**src/rtl/posit_defines_pkg.sv**
```systemverilog
// Shared posit definitions: unpacked-value struct, special-constant helper, log2 helper.
// Contents: P_* default configuration, posit_unpacked_t, posit_const(), log2_ceil().
// posit_unpacked_t is sized by the P_* defaults; blocks using it must keep their widths equal to them.
package posit_defines;

    localparam int P_N       = 16;
    localparam int P_ES      = 1;
    localparam int P_FRAC_W  = 24;
    localparam int P_SCALE_W = 8;

    typedef enum logic [1:0] {
        PC_MAXPOS,
        PC_MINPOS,
        PC_NAR
    } posit_const_e;

    typedef struct packed {
        logic                        sign;
        logic signed [P_SCALE_W-1:0] scale;
        logic [P_FRAC_W-1:0]         frac;
        logic                        sticky;
        logic                        zero;
        logic                        nar;
    } posit_unpacked_t;

    // Special encodings for an n-bit posit, returned LSB-aligned in 64 bits.
    function automatic logic [63:0] posit_const(input posit_const_e kind, input int n);
        logic [63:0] top;
        top = 64'd1 << (n - 1);
        case (kind)
            PC_MAXPOS: return top - 64'd1;
            PC_MINPOS: return 64'd1;
            default:   return top;
        endcase
    endfunction

    function automatic int log2_ceil(input int v);
        int r;
        r = 0;
        while ((1 << r) < v) r++;
        return r;
    endfunction

endpackage

```
**src/rtl/posit_encoder_pipe_round.sv**
```systemverilog
// Combinational RNE rounding, saturation clamp and two's-complement negate of a posit magnitude.
// Ports: sign/zero/nar/sat_hi/sat_lo flags, mag (C_N-1 bits), guard, sticky -> posit (C_N bits).
// Purely combinational; no handshake.
module posit_round_rne
    import posit_defines::*;
#(
    parameter int C_N = 16
) (
    input  logic           sign,
    input  logic           zero,
    input  logic           nar,
    input  logic           sat_hi,
    input  logic           sat_lo,
    input  logic [C_N-2:0] mag,
    input  logic           guard,
    input  logic           sticky,
    output logic [C_N-1:0] posit
);

    localparam logic [63:0]    MAXPOS_W = posit_const(PC_MAXPOS, C_N);
    localparam logic [63:0]    MINPOS_W = posit_const(PC_MINPOS, C_N);
    localparam logic [63:0]    NAR_W    = posit_const(PC_NAR, C_N);
    localparam logic [C_N-1:0] MAXPOS   = MAXPOS_W[C_N-1:0];
    localparam logic [C_N-1:0] MINPOS   = MINPOS_W[C_N-1:0];
    localparam logic [C_N-1:0] NAR      = NAR_W[C_N-1:0];

    logic           round_up;
    logic [C_N-1:0] mag_r;
    logic [C_N-1:0] mag_c;
    logic [C_N-1:0] signed_val;

    always_comb begin
        round_up = guard & (sticky | mag[0]);
        // One spare MSB catches a rounding carry that would reach the sign position.
        mag_r = {1'b0, mag} + {{(C_N-1){1'b0}}, round_up};
        if (sat_hi || mag_r[C_N-1]) begin
            mag_c = MAXPOS;
        end else if (sat_lo || (mag_r == '0)) begin
            mag_c = MINPOS;
        end else begin
            mag_c = mag_r;
        end
        signed_val = sign ? (~mag_c + {{(C_N-1){1'b0}}, 1'b1}) : mag_c;
        if (nar) begin
            posit = NAR;
        end else if (zero) begin
            posit = '0;
        end else begin
            posit = signed_val;
        end
    end

endmodule

```
**src/rtl/posit_encoder_pipe.sv**
```systemverilog
// Pipelined posit packer: unpacked (sign, scale, frac, sticky, zero, nar) -> C_N-bit posit, RNE.
// Ports: clk/rst (sync, active-high), in_* valid/ready input beat, out_* valid/ready posit output.
// Latency 3 cycles, 1 beat/cycle; global enable en = ~out_valid | out_ready stalls all stages.
module posit_encoder_pipe
    import posit_defines::*;
#(
    parameter int C_N       = P_N,
    parameter int C_ES      = P_ES,
    parameter int C_FRAC_W  = P_FRAC_W,
    parameter int C_SCALE_W = P_SCALE_W
) (
    input  logic                 clk,
    input  logic                 rst,
    input  logic                 in_valid,
    output logic                 in_ready,
    input  logic                 in_sign,
    input  logic [C_SCALE_W-1:0] in_scale,
    input  logic [C_FRAC_W-1:0]  in_frac,
    input  logic                 in_sticky,
    input  logic                 in_zero,
    input  logic                 in_nar,
    output logic                 out_valid,
    input  logic                 out_ready,
    output logic [C_N-1:0]       out_posit
);

    localparam int E_W  = (C_ES > 0) ? C_ES : 1;
    localparam int SH_W = log2_ceil(C_N);
    localparam int BW   = 2 * C_N + C_FRAC_W;
    localparam int PAD  = BW - 2 - E_W - C_FRAC_W;
    localparam logic signed [C_SCALE_W-1:0] K_HI = C_SCALE_W'(C_N - 2);
    localparam logic signed [C_SCALE_W-1:0] K_LO = C_SCALE_W'(-(C_N - 1));

    typedef struct packed {
        logic           sign;
        logic           zero;
        logic           nar;
        logic           sat_hi;
        logic           sat_lo;
        logic [C_N-2:0] mag;
        logic           guard;
        logic           sticky;
    } s2_t;

    logic en;

    logic                       s1_vld_q, s1_vld_d;
    posit_unpacked_t            s1_pkt_q, s1_pkt_d;
    logic                       s1_sat_hi_q, s1_sat_hi_d;
    logic                       s1_sat_lo_q, s1_sat_lo_d;
    logic [SH_W-1:0]            s1_sh_q, s1_sh_d;
    logic                       s2_vld_q, s2_vld_d;
    s2_t                        s2_q, s2_d;
    logic                       out_valid_q, out_valid_d;
    logic [C_N-1:0]             out_posit_q, out_posit_d;

    logic signed [C_SCALE_W-1:0] k;
    logic [C_SCALE_W-1:0]        sh_full;
    logic [E_W+C_FRAC_W-1:0]     ef;
    logic signed [BW-1:0]        seed;
    logic signed [BW-1:0]        shifted;
    logic [C_N-1:0]              posit_rnd;
    logic                        unused_ok;

    assign en        = ~out_valid_q | out_ready;
    assign in_ready  = en;
    assign out_valid = out_valid_q;
    assign out_posit = out_posit_q;
    assign unused_ok = ^{sh_full[C_SCALE_W-1:SH_W], s1_pkt_q.scale[C_SCALE_W-2:E_W]};

    // S1: split scale into regime k and exponent e; both regime codes reduce to a
    // shift of (rl - 2) applied to a 2-bit lead, which is k for k >= 0 and ~k for k < 0.
    always_comb begin
        k       = $signed(in_scale) >>> C_ES;
        sh_full = k[C_SCALE_W-1] ? ~k : k;

        s1_vld_d    = s1_vld_q;
        s1_pkt_d    = s1_pkt_q;
        s1_sat_hi_d = s1_sat_hi_q;
        s1_sat_lo_d = s1_sat_lo_q;
        s1_sh_d     = s1_sh_q;
        if (en) begin
            s1_vld_d        = in_valid;
            s1_pkt_d.sign   = in_sign;
            s1_pkt_d.scale  = in_scale;
            s1_pkt_d.frac   = in_frac;
            s1_pkt_d.sticky = in_sticky;
            s1_pkt_d.zero   = in_zero;
            s1_pkt_d.nar    = in_nar;
            s1_sat_hi_d     = (k >= K_HI);
            s1_sat_lo_d     = (k <= K_LO);
            // Saturated values are clamped later; keep the shifter in range.
            s1_sh_d         = (s1_sat_hi_d || s1_sat_lo_d) ? '0 : sh_full[SH_W-1:0];
        end
    end

    // S2: lead 10 sign-extends into (k+1) ones then a zero; lead 01 gives (-k) zeros then a one.
    always_comb begin
        // With C_ES = 0 the unused e bit is shifted out of the top.
        ef      = {s1_pkt_q.scale[E_W-1:0], s1_pkt_q.frac} << (E_W - C_ES);
        seed    = {(s1_pkt_q.scale[C_SCALE_W-1] ? 2'b01 : 2'b10), ef, {PAD{1'b0}}};
        shifted = seed >>> s1_sh_q;

        s2_vld_d = s2_vld_q;
        s2_d     = s2_q;
        if (en) begin
            s2_vld_d      = s1_vld_q;
            s2_d.sign     = s1_pkt_q.sign;
            s2_d.zero     = s1_pkt_q.zero;
            s2_d.nar      = s1_pkt_q.nar;
            s2_d.sat_hi   = s1_sat_hi_q;
            s2_d.sat_lo   = s1_sat_lo_q;
            s2_d.mag      = shifted[BW-1 -: C_N-1];
            s2_d.guard    = shifted[BW-C_N];
            s2_d.sticky   = (|shifted[BW-C_N-1:0]) | s1_pkt_q.sticky;
        end
    end

    posit_round_rne #(
        .C_N (C_N)
    ) u_round (
        .sign   (s2_q.sign),
        .zero   (s2_q.zero),
        .nar    (s2_q.nar),
        .sat_hi (s2_q.sat_hi),
        .sat_lo (s2_q.sat_lo),
        .mag    (s2_q.mag),
        .guard  (s2_q.guard),
        .sticky (s2_q.sticky),
        .posit  (posit_rnd)
    );

    // S3: output register; bubbles leave the last posit on the bus with out_valid low.
    always_comb begin
        out_valid_d = out_valid_q;
        out_posit_d = out_posit_q;
        if (en) begin
            out_valid_d = s2_vld_q;
            if (s2_vld_q) begin
                out_posit_d = posit_rnd;
            end
        end
    end

    always_ff @(posedge clk) begin
        if (rst) begin
            s1_vld_q    <= 1'b0;
            s1_pkt_q    <= '0;
            s1_sat_hi_q <= 1'b0;
            s1_sat_lo_q <= 1'b0;
            s1_sh_q     <= '0;
            s2_vld_q    <= 1'b0;
            s2_q        <= '0;
            out_valid_q <= 1'b0;
            out_posit_q <= '0;
        end else begin
            s1_vld_q    <= s1_vld_d;
            s1_pkt_q    <= s1_pkt_d;
            s1_sat_hi_q <= s1_sat_hi_d;
            s1_sat_lo_q <= s1_sat_lo_d;
            s1_sh_q     <= s1_sh_d;
            s2_vld_q    <= s2_vld_d;
            s2_q        <= s2_d;
            out_valid_q <= out_valid_d;
            out_posit_q <= out_posit_d;
        end
    end

endmodule

```
**config.mk**
```make
export PLATFORM = sky130hd
export DESIGN_NAME = posit_encoder_pipe
export DESIGN_NICKNAME = d
export VERILOG_FILES = /design/src/rtl/posit_defines_pkg.sv /design/src/rtl/posit_encoder_pipe_round.sv /design/src/rtl/posit_encoder_pipe.sv
export SDC_FILE = /design/constraint.sdc
export NUM_CORES = 1
export LEC_CHECK = 0
export CORE_MARGIN = 4
export CORE_UTILIZATION = 55
export CTS_CLUSTER_DIAMETER = 40
export DETAILED_ROUTE_END_ITERATION = 12
export GPL_TIMING_DRIVEN = 0
export HOLD_SLACK_MARGIN = 0.05
export PLACE_DENSITY = 0.79
export SYNTH_ARGS = -nofsm -noshare
export SYNTH_HDL_FRONTEND = slang
export SYNTH_SLANG_ARGS = --single-unit
export TNS_END_PERCENT = 1
```
**constraint.sdc**
```tcl
create_clock -name clk -period 4.25 [get_ports clk]
set_input_delay 1.275 -clock clk [delete_from_list [all_inputs] [get_ports clk]]
set_output_delay 1.275 -clock clk [all_outputs]
set_load 0.005 [all_outputs]
```
# Word level (Yosys, flattened, before mapping)
# Cells that the tools add are included.
# word_totals
wordCells	47
out_inout_bits	18
regBits	83
input_bits	40
# classes
n_lt_le_gt_ge	2
addsub	2
n_mux	8
bitwise	7
shift	1
reduce_logical	6
# op_table
op	n
$mux 16	5
$sshr 56x4->56	1
$reduce_or 40->1	1
$add 15x1->16	1
$add 16x1->16 const B	1
$logic_not 16->1	1
$not 16->16	1
$mux 4	2
$ge 7x5->1 const B	1
$le 7x5->1 const B	1
$not 4->4	1
$logic_or 1x1->1	3
$or 1x1->1	3
$mux 2	1
$reduce_and 2->1	1
$and 1x1->1	1
$not 1->1	1

# Logic depth before layout (Yosys ltp)
# Gate-level depths: netlist of run 1.
# depth
ltp_word	12
ltp_mapped	16
mapped_depth_nobuf	15

# Hierarchy
# From an unflattened synthesis of run 1, not the netlist that was laid out.
# hier_totals
hier_cells	670
area_unflattened_um2	5026.1
# modules_own_cells
mod	n_inst	seq_area_each_um2	cells_each	area_each_um2
posit_encoder_pipe	1	1541.5	463	3713.6
posit_round_rne	1	0.0	207	1312.5

# Least setup slack after synthesis of run 1
# Ideal clock, no wire load.
# synth_timing
path_type	flip-flop to flip-flop
start	register s2_q[2] (netlist name)
end	register out_posit_q[14], in the netlist out_posit[14]
t_required_ns	4.133
t_arrival_ns	3.690
path_buffers	1
path_slack_ns	0.444
path_stages_with_launch	16
synth_period_minus_slack_ns	3.806
setup_time_ns	0.117
cell_sequence	dfxtp_1 o21a_1 ha_1 ha_1 buf_2 xnor2_1 nand2_1 a211o_1 or4b_4 o21bai_4 o21a_1 ha_1 o2111ai_1 o41ai_1 xnor2_1 a22o_1
# synth_via
elab_chain_cells	12
elab_cells_between_ends	13
classes_between	add/sub (2); mux (5); bitwise (3); reduce/logical (3)
# synth_lines
element	line_no	text
start, declared	posit_encoder_pipe.sv:53	s2_t s2_q, s2_d;
start signal, assigned	posit_encoder_pipe.sv:153	s2_q <= '0;
start signal, assigned	posit_encoder_pipe.sv:163	s2_q <= s2_d;
$or 1x1->1	posit_encoder_pipe_round.sv:33	round_up = guard & (sticky | mag[0]);
$and 1x1->1	posit_encoder_pipe_round.sv:33	
$add 15x1->16 *	posit_encoder_pipe_round.sv:35	mag_r = {1'b0, mag} + {{(C_N-1){1'b0}}, round_up};
$logic_not 16->1	posit_encoder_pipe_round.sv:38	end else if (sat_lo || (mag_r == '0)) begin
$logic_or 1x1->1	posit_encoder_pipe_round.sv:38	
$mux 16	posit_encoder_pipe_round.sv:38	
$mux 16 *	posit_encoder_pipe_round.sv:36	if (sat_hi || mag_r[C_N-1]) begin
$not 16->16	posit_encoder_pipe_round.sv:43	signed_val = sign ? (~mag_c + {{(C_N-1){1'b0}}, 1'b1}) : mag_c;
$add 16x1->16	posit_encoder_pipe_round.sv:43	
$mux 16 *	posit_encoder_pipe_round.sv:43	
$mux 16 *	posit_encoder_pipe_round.sv:46	end else if (zero) begin
$mux 16 *	posit_encoder_pipe_round.sv:44	if (nar) begin
end signal, assigned	posit_encoder_pipe.sv:165	out_posit_q <= out_posit_d;
end, declared	posit_encoder_pipe.sv:55	logic [C_N-1:0] out_posit_q, out_posit_d;
# Every way passes the cells marked *; elsewhere a longest branch is shown, timed or not.
# A chain may end at the register's enable or synchronous reset.

# Worst setup path after layout of run 1
# layout_timing
start	input port out_ready
end	output port in_ready
# layout_via
elab_chain_cells	1
# layout_lines
element	line_no	text
start, declared	posit_encoder_pipe.sv:23	input logic out_ready,
$or 1x1->1	posit_encoder_pipe.sv:65	assign en = ~out_valid_q | out_ready;
end, declared	posit_encoder_pipe.sv:15	output logic in_ready,
# Every way passes these cells.

==> impl_metrics.ini, run 1 <==
[status]
outcome = finished clean

[finish]
area_growth_syn_to_layout_pct = 19.72
nFillCells = 717
layout.cells.non_filler = 810
num-nets-final = 743
mostFrequentLayoutCells = nand2_1 (140), dfxtp_1 (77), a21oi_1 (66)
antenna_cells = 0
final_common_cell = nand2_1
drive_above_1_share_pct = 9.645
multi_input_area_um2 = 3020
seqCellArea_um2 = 1541

[route]
ant_nets = 0
vias = 4855
firstDrtPassIters = 5
first_iter_violations = 288
drc = 0
wl_per_cell_um = 17.15
wl_um = 13890
routed_via_density = 5.994

[synth]
synth_seq_cells = 77
synth.yosys.seq_area_share_pct = 32.18
yosys-top-cells-area = dfxtp_1 (32%), nand2_1 (11%), a21oi_1 (6.9%)
syn_nets = 674
synth_ff_type = dfxtp_1
yosysWarnings = 0
syn_inst = 631
syn_area_per_cell_um2 = 7.590
ys_async_sr_fraction_pct = 0
ys_types = 60
synth_edf_count = 0
synth_top_area_share_pct = 32.18
netlist_area_um2 = 4790
synth_top_cell_by_area = dfxtp_1

[cts]
root_buffer = clkbuf_8
clock_path_buffers = 2
clkLatencyLatePin_ns = 0.36
clk_pin_slew_ns = 0.10
htreeDepth = 3
cts_hold_buf = 0
cts.sinks = 77
cts_buffers = 9
cts_tree = yes

[floorplanning]
io_pins = 58
initial_utilization_pct = 57.43
core.rowCount = 33
core-area_um2 = 8341
die_area_um2 = 10270
die_w_um = 101.3
die_h_um = 101.3

[timing]
timing.final.crit_share_pct = 97.01
finalSetupViolations = 0
maxSlewViolCount = 0
worst_pin_slew_ns = 0.9084
finalHoldViolCount = 0
slew_headroom_pct = 38.88
period_minus_slack_ns = 4.123
fin_skew_ns = 0.009261
fmax_mhz = 242.5

[worst_setup_path]
cp_data_required_time_ns = 2.97
worst-path-max-fanout = 13
cp-end-kind = output port
ff2ff_setup_slack_ns = 0.21
r2r_start = s2_q[2]
cp_common_cell = clkdlybuf4s50_1
cp_cell_sequence = clkdlybuf4s50_1, nor2b_1, buf_2, inv_6, clkbuf_4, clkdlybuf4s50_1
cp.arrival_ns = 2.85
reg2reg_depth = 15
crit_slowest_cell = clkdlybuf4s50_1
cp-start-kind = input port
cpPeakStageDelay_ns = 0.52
critPathKind = input port to output port
timing.rr.end = out_posit[14]

[pwr]
power_mw = 1.800
vdd_ir_drop_max_mv = 0.2056
p_per_area_nw_per_um2 = 313.8
p_leak_nw = 2.152

[run]
cap_violations = 0

[global_route]
antenna_found_initial = 0
grt_pass1_vias = 4629
grt_overflow = 0
grt_max_degree = 16
grt_usage_pct = 27.85
grt_pass1_wl_um = 22710

[worst_hold_path]
hold_depth = 2
min_path_type = flop to flop
hp-start = out_posit[0]
hold-path-endpoint = out_posit[0]

[place]
globalplace.congestion = 0.9100
port_buffers = 55
placedCellCount = 791
post-dp-hpwl_um = 10540
[report_power, final]
group          switching [mW]  internal (mW)  total [mW]
Combinational           0.255          0.210       0.465
Sequential             0.0339          0.765       0.799
Clock                   0.316          0.221       0.536
[per-stage QoR]
step	cell area, µm²	TNS (ns)	utilization [%]	hold WS [ns]	setup slack, ns
2_1_floorplan	4790	0	-	0.4314	0.4435
3_3_place_gp	5472	-0.7329	65.60	0.4266	-0.5890
3_5_place_dp	5472	-0.7931	65.60	0.4418	-0.5829
4_1_cts	5695	0	68.29	0.4532	0.006064
5_1_grt	5734	-0.007642	68.75	0.4787	-0.007642
6_report	5734	0	68.75	0.4499	0.1271
[final cells by class]
cell class / count / area share [%]
flip-flops and latches: 77 / 26.88
repair buffers: 59 / 10.12
plain buffers: 53 / 3.971
clock buffers: 9 / 2.160
well taps: 105 / 2.291
clock inverters: 7 / 0.9601
inverters: 13 / 0.9382
multi-input cells: 487 / 52.67
[sequential cells by signal (all words and copies together), names as in the netlist]
signal / count
s1_vld_q: 1
s2_q: 22
s1_pkt_q: 5
s2_vld_q: 1
out_posit: 16
out_valid: 1
ef: 25
s1_sat_hi_q: 1
s1_sat_lo_q: 1
s1_sh_q: 4
[critical path: cells and delay by family]
family	cells	cell delay, ns
buffers and inverters	5	1.54
AND/OR/NAND/NOR	1	0.04
[synthesized netlist by cell type (all sizes together), types with 3 or more instances]
cell    number
a21oi       66
nand2b       4
a22o         7
buf         16
nor2b        8
o21ai       36
nor4         6
clkbuf      38
o31ai        5
nor3        10
and2         4
a31oi        4
dfxtp       77
and3         3
a22oi        9
nand2      140
mux2i       16
xor2         9
ha           3
o21a         5
a311oi       3
a21o         3
nand3       12
o211ai       9
a211oi       4
nand4        7
inv         13
o31a         3
o41ai        3
mux2         6
or3          3
nor2        37
mux4        10
or4          3
xnor2       23
[per-layer routing]
metal  wire length [µm]  vias to the layer above  track usage (%)  part of all wire (%)
met3                931                       37            4.132                   6.7
met5                  0                        -                0                     0
met4                391                        0            12.07                   2.8
met1               5777                     2259            35.13                    42
li1                   -                     2364                -                     -
met2               6789                      195            47.28                    49
[timing repair]
item / 4_1_cts / 5_1_grt
gates resized for setup: 9 / 4
pin swaps: 1 / 2
setup buffers: 1 / 3
endpoints found under the setup margin: 2 / 2
[logic make-up (layout without fill, tap and decap cells)]
logic type / Yosys count / in the layout / synth area share [%]
xor gates and xnor gates: 32 / 32 / 5.852
AOI/OAI and AO/OA: 175 / 175 / 23.25
and+or+nand+nor: 245 / 245 / 22.73
DFF: 77 / 77 / 32.18
adders and majority gates: 3 / 3 / 0.7838
buffers and inverters: 67 / 141 / 5.747
muxes: 32 / 32 / 9.457
[how the worst max path moves through the flow]
| stage | start | endpoint | slack, ns | cells after the start |
|---|---|---|---|---|
| after floorplan | s2_q[2] | out_posit[14] | 0.44 | 15 |
| after global placement | out_ready | in_ready | -0.59 | 7 |
| after detailed placement | out_ready | in_ready | -0.58 | 7 |
| after CTS | s2_q[2] | out_posit[14] | 0.006 | 15 |
| after global routing | s2_q[2] | out_posit[14] | -0.008 | 15 |
| final | out_ready | in_ready | 0.13 | 6 |
(Power assumes the default switching activity.)
==> run 2, diff against run 1 <==
Settings changed: CORE_UTILIZATION 55 to 56, PLACE_DENSITY 0.79 to 0.8, SETUP_SLACK_MARGIN from default to 0.3.
==> impl_metrics.ini, run 2 (synthesis results as in run 1) <==
[global_route]
grt_pass1_vias = 4801
grt.busiest_layer = met2
grt_max_degree = 16
use_met3_pct = 4.913
grt_usage_pct = 27.67
grt_pass1_wl_um = 22650
grt_use_met2_pct = 47.30
grt_overflow = 0
antenna_found_initial = 0
grt_util_met1_pct = 35.30

[route]
wl_um = 13470
routed_via_density = 6.074
firstDrtPassIters = 5
first_iter_violations = 269
ant_nets = 0
vias = 4938
wl_per_cell_um = 16.56
drc = 0

[floorplanning]
die_area_um2 = 10100
die_h_um = 100.5
core-area_um2 = 8258
initial_utilization_pct = 58.00
io_pins = 58
die_w_um = 100.5
core.rowCount = 33

[cts]
cts_buffers = 9
htreeDepth = 3
cts.sinks = 77
clkLatencyLatePin_ns = 0.36
cts_tree = yes
clock_path_buffers = 2
clk_pin_slew_ns = 0.08
root_buffer = clkbuf_8

[status]
outcome = finished clean

[pwr]
p_per_area_nw_per_um2 = 318.8
power_mw = 1.858
p_leak_nw = 2.178
vdd_ir_drop_max_mv = 0.1656

[finish]
area_growth_syn_to_layout_pct = 21.68
largest_register_ffs = 25
drive_above_1_share_pct = 10.17
nFillCells = 678
num-nets-final = 746
seqCellArea_um2 = 1541
post-route-util_pct = 70.58
multi_input_area_um2 = 3044
antenna_cells = 0
mostFrequentLayoutCells = nand2_1 (140), dfxtp_1 (77), a21oi_1 (66)
final_common_cell = nand2_1

[place]
post-dp-hpwl_um = 10090
globalplace.congestion = 0.9509
port_buffers = 55

[timing]
rsz0062_at_grt = yes
timing.final.crit_share_pct = 91.02
fin_skew_ns = 0.008402
worst_pin_slew_ns = 0.9843
finalSetupViolations = 0
slew_headroom_pct = 33.77
fmax_mhz = 258.5
finalHoldViolCount = 0
fin_hold_ws_ns = 0.4378
period_minus_slack_ns = 3.868
maxSlewViolCount = 0
fin_setup_tns_ns = 0

[worst_hold_path]
hp-start = out_posit[0]
min_path_type = flop to flop
hold_depth = 2
hold-path-endpoint = out_posit[0]

[worst_setup_path]
cp.depth = 7
crit_slowest_cell = clkdlybuf4s50_1
cpPeakStageDelay_ns = 0.41
r2r_start = s2_q[0]
cp-start-kind = input port
timing.rr.end = out_posit[14]
cp.arrival_ns = 2.59
cp_num_buf_inv = 6
cp_common_cell = clkbuf_8
cp_data_required_time_ns = 2.97
critPathTopFamily = buffers and inverters
cp_cell_sequence = clkdlybuf4s50_1, nor2b_1, clkbuf_8, inv_4, clkbuf_8, clkbuf_8, dlygate4sd2_1
reg2reg_depth = 15
critPathKind = input port to output port
ff2ff_setup_slack_ns = 0.41
worst-path-max-fanout = 10
cp-end-kind = output port

[run]
cap_violations = 0
[run 2: cell types whose count changed in the layout (fill, tap and decap cells not counted), moves of 2 or more]
cell      previous run  this run
clkbuf_8             9        12
buf_4                5         7
inv_6                4         2
clkinv_2             2         0
buf_2               11         9
[run 2: how the worst max path moves through the flow]
stage | startpoint | end | slack (ns)
after global placement | out_ready | in_ready | -0.60
after CTS | s2_q[0] | out_posit[14] | 0.16
after floorplan | s2_q[2] | out_posit[14] | 0.44
after detailed placement | out_ready | in_ready | -0.64
after global routing | s2_q[0] | out_posit[14] | 0.25
final | out_ready | in_ready | 0.38
[run 2: where the power goes]
| group | leakage [nW] | internal [mW] | switching [mW] | total, mW |
|---|---|---|---|---|
| Sequential | 0.635 | 0.765 | 0.0343 | 0.799 |
| Clock | 0.0984 | 0.280 | 0.306 | 0.586 |
| Combinational | 1.45 | 0.217 | 0.256 | 0.473 |
[run 2: stage by stage]
stage | setup WS, ns | cells | area, µm²
global placement | -0.6043 | 791 | 5472
floorplan | 0.4435 | 631 | 4790
CTS | 0.1560 | 809 | 5758
finish | 0.3817 | 813 | 5828
global route | 0.2487 | 813 | 5828
detailed placement | -0.6392 | 791 | 5472
[run 2: worst min-delay path: cells and delay by family, from the launching register on]
kind,cells,cell delay [ns]
AND/OR/NAND/NOR,2,0.09
flip-flops,1,0.32
[run 2: area by class of cell]
type	count	share of cell area, %
clock inverter	7	1.417
sequential	77	26.45
multi-input combinational	487	52.23
tap	105	2.254
timing repair buffer	61	10.20
clock buffer	9	2.125
buffer	54	4.444
inverter	13	0.8802
[run 2: timing repair]
| action | in CTS | in global routing |
|---|---|---|
| pin swaps | 2 | 2 |
| resized for setup | 16 | 6 |
| buffers inserted | 2 | 4 |
| endpoints found under the setup margin | 4 | 6 |
| hold buffers | 0 | 0 |
[run 2: layer usage]
layer	share of wire [%]	up-vias
met1	42	2318
li1	-	2378
met5	0	-
met2	49	209
met4	2.3	0
met3	6.5	33
